===== src/rtl/refill_read_arbiter.sv =====
// Shared memory read-port arbiter for ICache, DCache and D-uncache refills.
// Grants one requester at a time with fixed priority (D-uncache > DCache >
// ICache). A starvation counter forces an ICache grant after a long stream of
// data misses. The response is steered back to whichever requester was granted.
module refill_read_arbiter #(
  parameter int ADDR_W       = 32,
  parameter int LINE_W       = 256,
  parameter int WORD_W       = 32,
  parameter int STARVE_LIMIT = 8,
  parameter int CNT_W        = 4
) (
  input  logic              clk,
  input  logic              rst,
  input  logic              inst_ren_i,
  input  logic [ADDR_W-1:0] inst_araddr_i,
  input  logic              inst_uncached_i,
  output logic              inst_rvalid_o,
  output logic [LINE_W-1:0] inst_rdata_o,
  input  logic              data_ren_i,
  input  logic [ADDR_W-1:0] data_araddr_i,
  output logic              data_rvalid_o,
  output logic [LINE_W-1:0] data_rdata_o,
  input  logic              ducache_ren_i,
  input  logic [ADDR_W-1:0] ducache_araddr_i,
  output logic              ducache_rvalid_o,
  output logic [WORD_W-1:0] ducache_rdata_o,
  output logic              mem_ren_o,
  output logic [ADDR_W-1:0] mem_araddr_o,
  output logic              mem_uncached_o,
  input  logic              mem_rvalid_i,
  input  logic [LINE_W-1:0] mem_rdata_i,
  output logic              busy_o
);

  // Byte-offset bits inside one cache line (5 for a 256-bit line).
  localparam int OFF_W = $clog2(LINE_W / 8);
  localparam logic [CNT_W-1:0] LIMIT = CNT_W'(STARVE_LIMIT);

  typedef enum logic [1:0] {IDLE, WAIT, RESP} state_t;
  typedef enum logic [1:0] {OWN_NONE, OWN_INST, OWN_DATA, OWN_DUC} owner_t;

  state_t            state, state_nxt;
  owner_t            owner, win;
  logic [CNT_W-1:0]  starve_cnt;
  logic [ADDR_W-1:0] win_addr;
  logic              win_unc;
  logic              resp;

  // Cached refills always fetch the whole line, so drop the offset bits.
  function automatic logic [ADDR_W-1:0] line_align(input logic [ADDR_W-1:0] a);
    return {a[ADDR_W-1:OFF_W], {OFF_W{1'b0}}};
  endfunction

  // Winner selection in IDLE plus the address/burst type it would issue.
  always_comb begin
    win      = OWN_NONE;
    win_addr = '0;
    win_unc  = 1'b0;
    if (state == IDLE) begin
      if (inst_ren_i && starve_cnt == LIMIT) win = OWN_INST;
      else if (ducache_ren_i)                win = OWN_DUC;
      else if (data_ren_i)                   win = OWN_DATA;
      else if (inst_ren_i)                   win = OWN_INST;
    end
    case (win)
      OWN_INST: begin
        win_addr = inst_uncached_i ? inst_araddr_i : line_align(inst_araddr_i);
        win_unc  = inst_uncached_i;
      end
      OWN_DATA: win_addr = line_align(data_araddr_i);
      OWN_DUC: begin
        win_addr = ducache_araddr_i;
        win_unc  = 1'b1;
      end
      default: ;
    endcase
  end

  // A completion only counts while a request is outstanding.
  assign resp   = (state == WAIT) && mem_rvalid_i;
  assign busy_o = (state != IDLE);

  // Next-state logic: one grant cycle, WAIT for memory, one RESP gap cycle.
  always_comb begin
    state_nxt = state;
    case (state)
      IDLE:    if (win != OWN_NONE) state_nxt = WAIT;
      WAIT:    if (mem_rvalid_i)    state_nxt = RESP;
      RESP:    state_nxt = IDLE;
      default: state_nxt = IDLE;
    endcase
  end

  // State and owner registers; owner persists until the next grant.
  always_ff @(posedge clk) begin
    if (rst) begin
      state <= IDLE;
      owner <= OWN_NONE;
    end else begin
      state <= state_nxt;
      if (win != OWN_NONE) owner <= win;
    end
  end

  // Downstream request: latched on grant, held through WAIT, dropped on completion.
  always_ff @(posedge clk) begin
    if (rst) begin
      mem_ren_o      <= 1'b0;
      mem_araddr_o   <= '0;
      mem_uncached_o <= 1'b0;
    end else if (win != OWN_NONE) begin
      mem_ren_o      <= 1'b1;
      mem_araddr_o   <= win_addr;
      mem_uncached_o <= win_unc;
    end else if (resp) begin
      mem_ren_o      <= 1'b0;
    end
  end

  // Steer the returned data and a one-cycle valid pulse to the owner only.
  always_ff @(posedge clk) begin
    if (rst) begin
      inst_rvalid_o    <= 1'b0;
      data_rvalid_o    <= 1'b0;
      ducache_rvalid_o <= 1'b0;
      inst_rdata_o     <= '0;
      data_rdata_o     <= '0;
      ducache_rdata_o  <= '0;
    end else begin
      inst_rvalid_o    <= resp && (owner == OWN_INST);
      data_rvalid_o    <= resp && (owner == OWN_DATA);
      ducache_rvalid_o <= resp && (owner == OWN_DUC);
      if (resp && owner == OWN_INST) inst_rdata_o    <= mem_rdata_i;
      if (resp && owner == OWN_DATA) data_rdata_o    <= mem_rdata_i;
      if (resp && owner == OWN_DUC)  ducache_rdata_o <= mem_rdata_i[WORD_W-1:0];
    end
  end

  // ICache starvation counter: counts cycles ICache waits, saturating at the limit.
  always_ff @(posedge clk) begin
    if (rst) begin
      starve_cnt <= '0;
    end else if (!inst_ren_i || win == OWN_INST) begin
      starve_cnt <= '0;
    end else if (owner != OWN_INST && starve_cnt != LIMIT) begin
      starve_cnt <= starve_cnt + 1'b1;
    end
  end

endmodule

===== config.mk =====
export PLATFORM = sky130hd
export DESIGN_NAME = refill_read_arbiter
export DESIGN_NICKNAME = d
export VERILOG_FILES = /design/src/rtl/refill_read_arbiter.sv
export SDC_FILE = /design/constraint.sdc
export NUM_CORES = 1
export LEC_CHECK = 0
export BUFFER_PORTS_ARGS = -buffer_cell sky130_fd_sc_hd__buf_4
export CAP_MARGIN = 20
export CORE_AREA = 2 2 368 370
export CTS_CLUSTER_DIAMETER = 150
export DETAILED_ROUTE_END_ITERATION = 16
export DIE_AREA = 0 0 370 372
export GPL_TIMING_DRIVEN = 0
export PLACE_DENSITY = 0.41
export SLEW_MARGIN = 15
export SYNTH_ARGS = -nofsm -noshare
export SYNTH_HDL_FRONTEND = slang
export SYNTH_SLANG_ARGS = --single-unit

===== constraint.sdc =====
create_clock -name clk -period 3 [get_ports clk]
set_clock_uncertainty 0.2 [all_clocks]
set_input_delay 0.45 -clock clk [delete_from_list [all_inputs] [get_ports clk]]
set_output_delay 0.45 -clock clk [all_outputs]
set_load 0.005 [all_outputs]

# Word-level counts from Yosys, hierarchy flattened

Index checks and enable logic that the tools add are counted.

Flip-flop bits (word level): 589
Word-level logic and storage cells: 52
Input port bits: 359
Output and inout port bits: 582

Muxes and demuxes: 13
Reduce and logical (&&, ||, !) cells: 14
Add/subtract/negate cells: 1
Equality and inequality tests: 12

Operator list:

| cell                                                                     | number |
|---|---|
| 32-bit case mux with 3 select lines                                      | 1 |
| 2-bit two-way mux                                                        | 6 |
| 2-bit equality test (second input constant)                              | 4 |
| 2-bit by 1-bit equality test with 1-bit output (second input constant)   | 3 |
| 1-bit logical AND                                                        | 6 |
| 2-bit nonzero test                                                       | 3 |
| 5-bit two-way mux                                                        | 1 |
| 4-bit by 1-bit adder with 4-bit output (second input constant)           | 1 |
| 4-bit equality test (second input constant)                              | 1 |
| 2-bit by 1-bit inequality test with 1-bit output (second input constant) | 2 |
| 4-bit inequality test (second input constant)                            | 1 |
| 2-bit case mux with 2 select lines                                       | 1 |
| 1-bit two-way mux                                                        | 3 |
| 2-bit zero test                                                          | 1 |
| 2-bit inequality test (second input constant)                            | 1 |
| 1-bit case mux with 2 select lines                                       | 1 |
| 2-bit AND reduction                                                      | 1 |
| 2-bit OR reduction                                                       | 1 |
| 1-bit zero test                                                          | 1 |
| 1-bit logical OR                                                         | 1 |

# Depth between registers and ports, before layout

Gate-level depths: netlist of the first run.

Depth in word-level cells: 8
Gate-level depth with buffers: 7
Depth with buffers taken out: 6

# Worst setup path after synthesis of the first run

No wires, ideal clock.

Kind: reg-to-reg
Start point: reg starve_cnt[0]
End point: reg mem_araddr_o[22]
Setup time: 0.134 ns
Setup slack: 1.010 ns
Required time: 2.666 ns
Stages on the path, launching flop included: 8
Data arrival time: 1.656 ns
Path buffers: 1
Clock period less this slack: 1.990 ns
Cells stage by stage: dfxtp_1 inv_1 ha_1 and4b_1 or2_2 buf_2 a221oi_1 a211oi_1

Cells in the longest elaborated chain, start to end: 6
Elaborated cells between the ends (all ways): 9
Classes of those cells: eq/ne: 4; mux: 3; reduce/logical: 2

RTL lines:

| element                                                                                      | line | source |
|---|---|---|
| start: declaration                                                                           | 44   | `logic [CNT_W-1:0] starve_cnt;` |
| start signal: assignment                                                                     | 146  | `starve_cnt <= starve_cnt + 1'b1;` |
| 4-bit equality test (*)                                                                      | 60   | `if (inst_ren_i && starve_cnt == LIMIT) win = OWN_INST;` |
| 1-bit logical AND (*)                                                                        | 60   |  |
| 2-bit two-way mux (*)                                                                        | 60   |  |
| 2-bit two-way mux (*)                                                                        | 59   | `if (state == IDLE) begin` |
| 2-bit equality test / 2-bit by 1-bit equality test with 1-bit output (equally long branches) | 65   | `case (win)` |
| 32-bit case mux with 3 select lines                                                          | 65   |  |
| end signal: assignment                                                                       | 113  | `mem_araddr_o <= win_addr;` |
| end: declaration                                                                             | 28   | `output logic [ADDR_W-1:0] mem_araddr_o,` |

Every way passes the cells marked *; elsewhere a longest branch is shown, timed or not.
A chain may end at the register's enable or synchronous reset.

# Final worst setup path of the first run

Start point: reg starve_cnt[0]
End point: reg mem_araddr_o[26]

Same word-level chain as after synthesis.

==> metrics.yaml, run 1 <==
grt:
  maximum_number_of_pins_on_one_net_before_global_route_repair: 13
  grt_first_pass_wirelength_um: 164000
  grt_antenna_before_repair: 26
  grt_pass1_vias: 22604
  grt-ovfl-total: 0
  grt_resource_usage_total_pct: 16.6
timing:
  timing.final.hold_violations: 0
  period_needed_ps: 2900
  rsz0062_at_grt: "yes"
  hold-worst-slack_ps: 87.1
  final_max_slew_viol_count: 0
  slew_headroom_pct: 31.5
  worst-slew-pin-transition_ps: 1030
  post-route-period-util_pct: 96.6
  final_setup_violation_count: 0
  timing.fmax_mhz: 345
logic_synthesis:
  synth_top_cells_by_area: "dfxtp_1 57%, nand2_1 20%, a21oi_1 13%"
  number_of_flip_flops_and_latches_in_the_synthesized_netlist: 589
  synth_ff_type: "dfxtp_1"
  proportion_of_synthesized_flip_flops_having_asynchronous_set_or_reset_pct: 0
  synth_cells: 2608
  post_synthesis_cell_area_um2: 20600
  synth.largest_area_cell: "dfxtp_1"
  synth.avg_cell_area_um2: 7.90
  synth_seq_area_share_pct: 57.2
  synth-warning-count: 0
  synth.lib_cells_used.distinct: 45
  synth_enable_flop_cells: 0
  synthDominantCellAreaShare_pct: 57.2
  synth_nets: 2969
place:
  hpwl_um: 96600
  placed_instance_area_um2: 29900
  final_weighted_congestion_in_routability_driven_placement: 0.879
  io_buffer_count: 934
clocking:
  cts.sinks: 589
  tritoncts: "built"
  clock_buffers_created_by_tritoncts: 74
  htreeDepth: 3
  clock_tree.root_cell: "clkbuf_16"
  clkLatencyLatePin_ps: 650
  clk_transition_reported_paths_ps: 60
  cts_max_path_buffers: 3
die:
  top_level_ports: 941
  design.die.area_um2: 138000
  initial_core_utilization_pct: 15.3
  placement_rows: 135
  core_um2: 134000
  die-height_um: 372
  horizontal_die_dimension_um: 370
run:
  max_cap_viols: 0
worst_hold_path:
  min_to: "owner[1]"
  worst_hold_path_type: "input pin to flop"
  timing.hold.worst_path_depth: 4
  hold_path.startpoint: "data_ren_i"
finish:
  layout.cells.most_common_list: "1094 x nand2_1, 936 x buf_4, 589 x dfxtp_1"
  syn_to_final_growth_pct: 72.5
  utilization_pct: 26.5
  final_cell_area_um2: 35600
  final_common_cell: "nand2_1"
  layout.nets: 4311
  drive_gt1_share_pct: 28.8
setup_path:
  critPathKind: "flop to flop"
  max_stage_delay_ps: 590
  worstSetupEndpointType: "flop"
  worst-path-buf-inv: 3
  rr_startpoint: "starve_cnt[0]"
  cp_data_arrival_time_ps: 3240
  crit_path_max_fanout: 10
  worst_path_cell_chain: "inv_1, ha_1, and4b_1, or2_2, buf_2, a221oi_1, a211oi_1, dlygate4sd3_1"
  crit_start: "starve_cnt[0]"
  timing.critical_path.from_type: "flop"
  timing.rr.end: "mem_araddr_o[26]"
  worst_path_dominant_cell_family: "buffers and inverters"
  worst-r2r-cell-count: 8
  critical_path_required_ps: 3340
  cp_slowest_cell: "dlygate4sd3_1"
  timing.reg2reg.setup_slack_ps: 100
routing:
  first_iter_violations: 1003
  wl_met1_um: 47500
  met2WireLength_um: 57500
  vias_per_cell: 3.97
  wl_per_cell_um: 20.9
  dr_total_vias: 22976
  topRoutingLayerUsed: "met5"
  met3_wirelength_um: 12300
  wire_length_after_detailed_routing_um: 121000
  antenna_violating_nets_post_route: 0
  drtPass1Iterations: 5
  detail_route.drc_violations: 0
power_and_ir_drop:
  combinationalPowerShare_pct: 11.1
  power.internal_mw: 14.1
  seqPwrFrac_pct: 42.8
  pwr-share-clk_pct: 46.1
  swShare_pct: 25.8
  power_dens_cells_nw_per_um2: 535
  p_sw_mw: 4.90
  worst_supply_voltage_drop_on_vdd_mv: 0.390
  power.static_leakage_nw: 14.2
outcome:
  run_status: "complete, no violations"
-- timing repair --
action / 4_1_cts / 5_1_grt
endpoints found under the hold margin: 585 / 0
hold buffers: 330 / 0
setup endpoints to repair: 0 / 5
resized for setup: 0 / 6
buffers inserted: 0 / 1
-- Yosys cell counts, types with 2 or more instances --
cell,number
mux2i_1,2
buf_2,95
nor2_1,54
o21a_1,2
nor2b_1,2
nor4_1,14
a221oi_1,12
nor2_2,2
a211oi_1,11
nand2b_1,3
inv_1,3
a32oi_1,4
buf_1,4
nand3b_1,5
o22ai_1,14
nand2_1,1094
a21oi_1,552
ha_1,2
o21ai_0,13
nor3_1,3
dfxtp_1,589
clkbuf_1,95
nor3b_1,2
xor2_1,2
nand3_1,8
a2111oi_0,2
-- flip-flops by register name (all words and copies together), names as in the netlist --
register	count
inst_rdata_o	256
mem_araddr_o	32
mem_uncached_o	1
owner	2
data_rdata_o	256
mem_ren_o	1
ducache_rvalid_o	1
state	2
inst_rvalid_o	1
data_rvalid_o	1
ducache_rdata_o	32
starve_cnt	4
-- power by group through the flow --
stage	logic [mW]	clock network (mW)	registers, mW
2_1_floorplan	0.533	0	8.30
3_3_place_gp	1.70	0	8.29
3_5_place_dp	1.70	0	8.30
4_1_cts	2.13	9.05	8.13
5_1_grt	2.27	9.33	8.15
6_report	2.10	8.77	8.13
-- through the flow --
| stage | power [mW] | TNS (ps) | cells | worst slack, ps |
|---|---|---|---|---|
| floorplan | 8.83 | 0 | 2608 | 1010 |
| global placement | 9.99 | -73760 | 5323 | -593 |
| detailed placement | 10.0 | -30800 | 5324 | -700 |
| CTS | 19.3 | 0 | 5784 | 51.0 |
| global route | 19.7 | 0 | 5788 | 3.86 |
| finish | 19.0 | 0 | 5794 | 103 |
-- cell type report --
| type | count | area [um2] |
|---|---|---|
| clock inverter | 15 | 134 |
| fill | 14944 | 98700 |
| clock buffer | 115 | 2200 |
| multi-input combinational | 1820 | 7970 |
| antenna | 9 | 22.5 |
| buffer | 195 | 860 |
| timing repair buffer | 1266 | 10300 |
| tap | 1781 | 2230 |
| sequential | 589 | 11800 |
| inverter | 4 | 15.0 |
-- worst register-to-register path: cells and delay by family, from the launching register on --
kind | cells | cell delay (ps)
buf+inv | 3 | 870
simple gates | 2 | 590
compound gates | 2 | 510
flops | 1 | 370
fa+ha+maj | 1 | 260
-- cell families after synthesis --
| kind of cell | count (synthesis) | synth area share [%] |
|---|---|---|
| xor+xnor | 3 | 0.128 |
| compound gates | 615 | 15.6 |
| buf+inv | 199 | 4.22 |
| fa+ha+maj | 2 | 0.121 |
| flops | 589 | 57.2 |
| simple gates | 1198 | 22.6 |
| mux | 2 | 0.0971 |
-- metal layers --
| metal | GRT usage [%] | vias to the layer above |
|---|---|---|
| met5 | 0 | - |
| met4 | 5.66 | 22 |
| met3 | 7.16 | 185 |
| met2 | 28.1 | 765 |
| met1 | 18.6 | 10788 |
| li1 | - | 11216 |
-- worst max-delay path by stage --
| stage | slack (ps) | endpoint | cells past startpoint |
|---|---|---|---|
| finish | 100 | mem_araddr_o[26] | 8 |
| global route | 4 | mem_araddr_o[29] | 8 |
| CTS | 50 | data_rvalid_o | 4 |
| detailed placement | -700 | data_rvalid_o | 4 |
| global placement | -590 | data_rvalid_o | 4 |
| floorplan | 1010 | mem_araddr_o[22] | 7 |
(Power assumes the default switching activity.)
==> inputs of run 2 (changes only) <==
Settings changed: PLACE_DENSITY 0.41 to 0.42.
Clock period 3 ns to 2.6 ns, I/O delays scaled along.
==> run 2 against run 1 <==
  * Die area unchanged
  * Via count up 0.81%
  * Fmax up 14%
  * Sequential power up 15%
  * Register-to-register slack worse by 40 ps
  * Flip-flop and latch count unchanged
  * Global-route usage up 0.34 points
  * Wire length up 1.2%
  * Critical path depth down 1
  * Critical endpoint is now mem_araddr_o[25]
  * Largest power group unchanged
  * Highest routed layer unchanged
==> metrics.yaml, run 2 (synthesized netlist as in run 1, its figures left out) <==
clocking:
  clock_buffers_created_by_tritoncts: 72  # -2.7%
  clk_transition_reported_paths_ps: 60  # about the same
  cts_max_path_buffers: 3  # unchanged
  cts.sinks: 589  # unchanged
  clock_tree.root_cell: "clkbuf_16"
  clkLatencyLatePin_ps: 660  # about the same
  htreeDepth: 3  # unchanged
  post-cts-setup-buffers: 0  # unchanged
  tritoncts: "built"
setup_path:
  cp_data_arrival_time_ps: 2820  # -420 ps
  critical_path_required_ps: 2890  # -450 ps
  cp_slowest_cell: "a221oi_1"
  worstSetupEndpointType: "flop"
  critPathKind: "flop to flop"
  max_stage_delay_ps: 570  # -20 ps
  crit_path_max_fanout: 10  # unchanged
  timing.critical_path.from_type: "flop"
  worst_path_cell_chain: "inv_1, ha_2, and4b_1, or2_2, buf_2, a221oi_1, a211oi_1"
die:
  die-height_um: 372  # unchanged
  top_level_ports: 941  # unchanged
  initial_core_utilization_pct: 15.3  # unchanged
  core_um2: 134000  # unchanged
  placement_rows: 135  # unchanged
  horizontal_die_dimension_um: 370  # unchanged
  design.die.area_um2: 138000  # unchanged
finish:
  layout.nets: 4328  # +0.39%
  layout.cells.most_common_list: "1094 x nand2_1, 940 x buf_4, 589 x dfxtp_1"
  utilization_pct: 26.7  # +0.25 points
  final_common_cell: "nand2_1"
  final_cells: 5808  # +0.24%
  syn_to_final_growth_pct: 74.1
  largest_registers: "data_rdata_o x256, inst_rdata_o x256"
  final_cell_area_um2: 35900  # +0.93%
  drive_gt1_share_pct: 28.9  # +0.12 points
timing:
  timing.fmax_mhz: 395  # +14%
  final_setup_violation_count: 0  # unchanged
  fin_setup_tns_ps: 0  # unchanged
  period_needed_ps: 2530  # -365 ps
  slew_headroom_pct: 26.9  # -4.6 points
  final_max_slew_viol_count: 0  # unchanged
  rsz0062_at_grt: "yes"
  post-route-period-util_pct: 97.4  # +0.82 points
  timing.final.hold_violations: 0  # unchanged
  worst-slew-pin-transition_ps: 1100  # +69.0 ps
grt:
  grt_antenna_before_repair: 17  # -35%
  grt_first_pass_wirelength_um: 169000  # +2.9%
  grt_resource_usage_total_pct: 16.9  # +0.34 points
  grt-ovfl-total: 0  # unchanged
  grt_pass1_vias: 23025  # +1.9%
  maximum_number_of_pins_on_one_net_before_global_route_repair: 13  # unchanged
routing:
  vias_per_cell: 3.99  # +0.56%
  antenna_violating_nets_post_route: 0  # unchanged
  wire_length_after_detailed_routing_um: 122000  # +1.2%
  wl_per_cell_um: 21.1  # +0.98%
  detail_route.drc_violations: 0  # unchanged
  first_iter_violations: 1119  # +12%
  dr_total_vias: 23161  # +0.81%
  drtPass1Iterations: 7  # +2
place:
  hpwl_um: 97100  # +0.52%
  io_buffer_count: 934  # unchanged
  final_weighted_congestion_in_routability_driven_placement: 0.870  # -1.0%
  dp_cells: 5324  # unchanged
  placed_instance_area_um2: 29900  # about the same
power_and_ir_drop:
  worst_supply_voltage_drop_on_vdd_mv: 0.385  # -1.2%
  finalPower_mw: 22.4  # +18%
  power_dens_cells_nw_per_um2: 624  # +17%
  power.static_leakage_nw: 14.3  # +1.0%
worst_hold_path:
  worst_hold_path_type: "input pin to flop"
run:
  max_cap_viols: 0  # unchanged
outcome:
  run_status: "complete, no violations"
run 2: area by class of cell:
cell class / instances / area (um2)
tap: 1781 / 2230
timing repair buffer: 1285 / 10500
buffer: 195 / 897
antenna: 5 / 12.5
clock inverter: 14 / 254
inverter: 4 / 15.0
clock buffer: 115 / 2180
multi-input combinational: 1820 / 7980
sequential: 589 / 11800
fill: 14895 / 98400
run 2: path summary, 6_finish.rpt:
kind                                   startpoint                end  slack (ps)  depth (start not counted)
worst max register to register      starve_cnt[0]   mem_araddr_o[25]          70                          7
worst min register to register  data_rdata_o[123]  data_rdata_o[123]         250                          2
worst min-delay path             inst_araddr_i[1]    mem_araddr_o[1]         160                          5
worst max-delay path                starve_cnt[0]   mem_araddr_o[25]          70                          7
run 2: critical path, delay by kind of cell (launching register included):
| family | cells | cell delay [ps] |
|---|---|---|
| AOI/OAI and AO/OA | 2 | 730 |
| adders and majority gates | 1 | 220 |
| buffers and inverters | 2 | 290 |
| and+or+nand+nor | 2 | 570 |
| DFF | 1 | 360 |
run 2: metrics by stage:
stage	hold WS (ps)	worst slack, ps
after floorplan	253	610
after global placement	242	-1010
after detailed placement	247	-589
after CTS	43.8	3.67
after global routing	152	-53.3
final	164	68.2
run 2: power by group:
| part | total (mW) | internal (mW) | switching, mW | leakage [nW] |
|---|---|---|---|---|
| sequential | 9.38 | 9.25 | 0.137 | 4.76 |
| combinational | 2.45 | 1.19 | 1.26 | 8.38 |
| clock | 10.6 | 6.25 | 4.30 | 1.18 |
| total | 22.4 | 16.7 | 5.70 | 14.3 |
run 2: timing repair:
| action | CTS | global route |
|---|---|---|
| setup endpoints to repair | 132 | 115 |
| hold buffers | 350 | 0 |
| resized for setup | 7 | 26 |
| hold endpoints to repair | 586 | 0 |
run 2: per-layer routing:
layer | global-route usage [%] | share of wire, %
met5 | 0 | 0.046
met4 | 4.78 | 2.3
met3 | 5.59 | 8.2
met2 | 28.9 | 48
met1 | 20.2 | 41
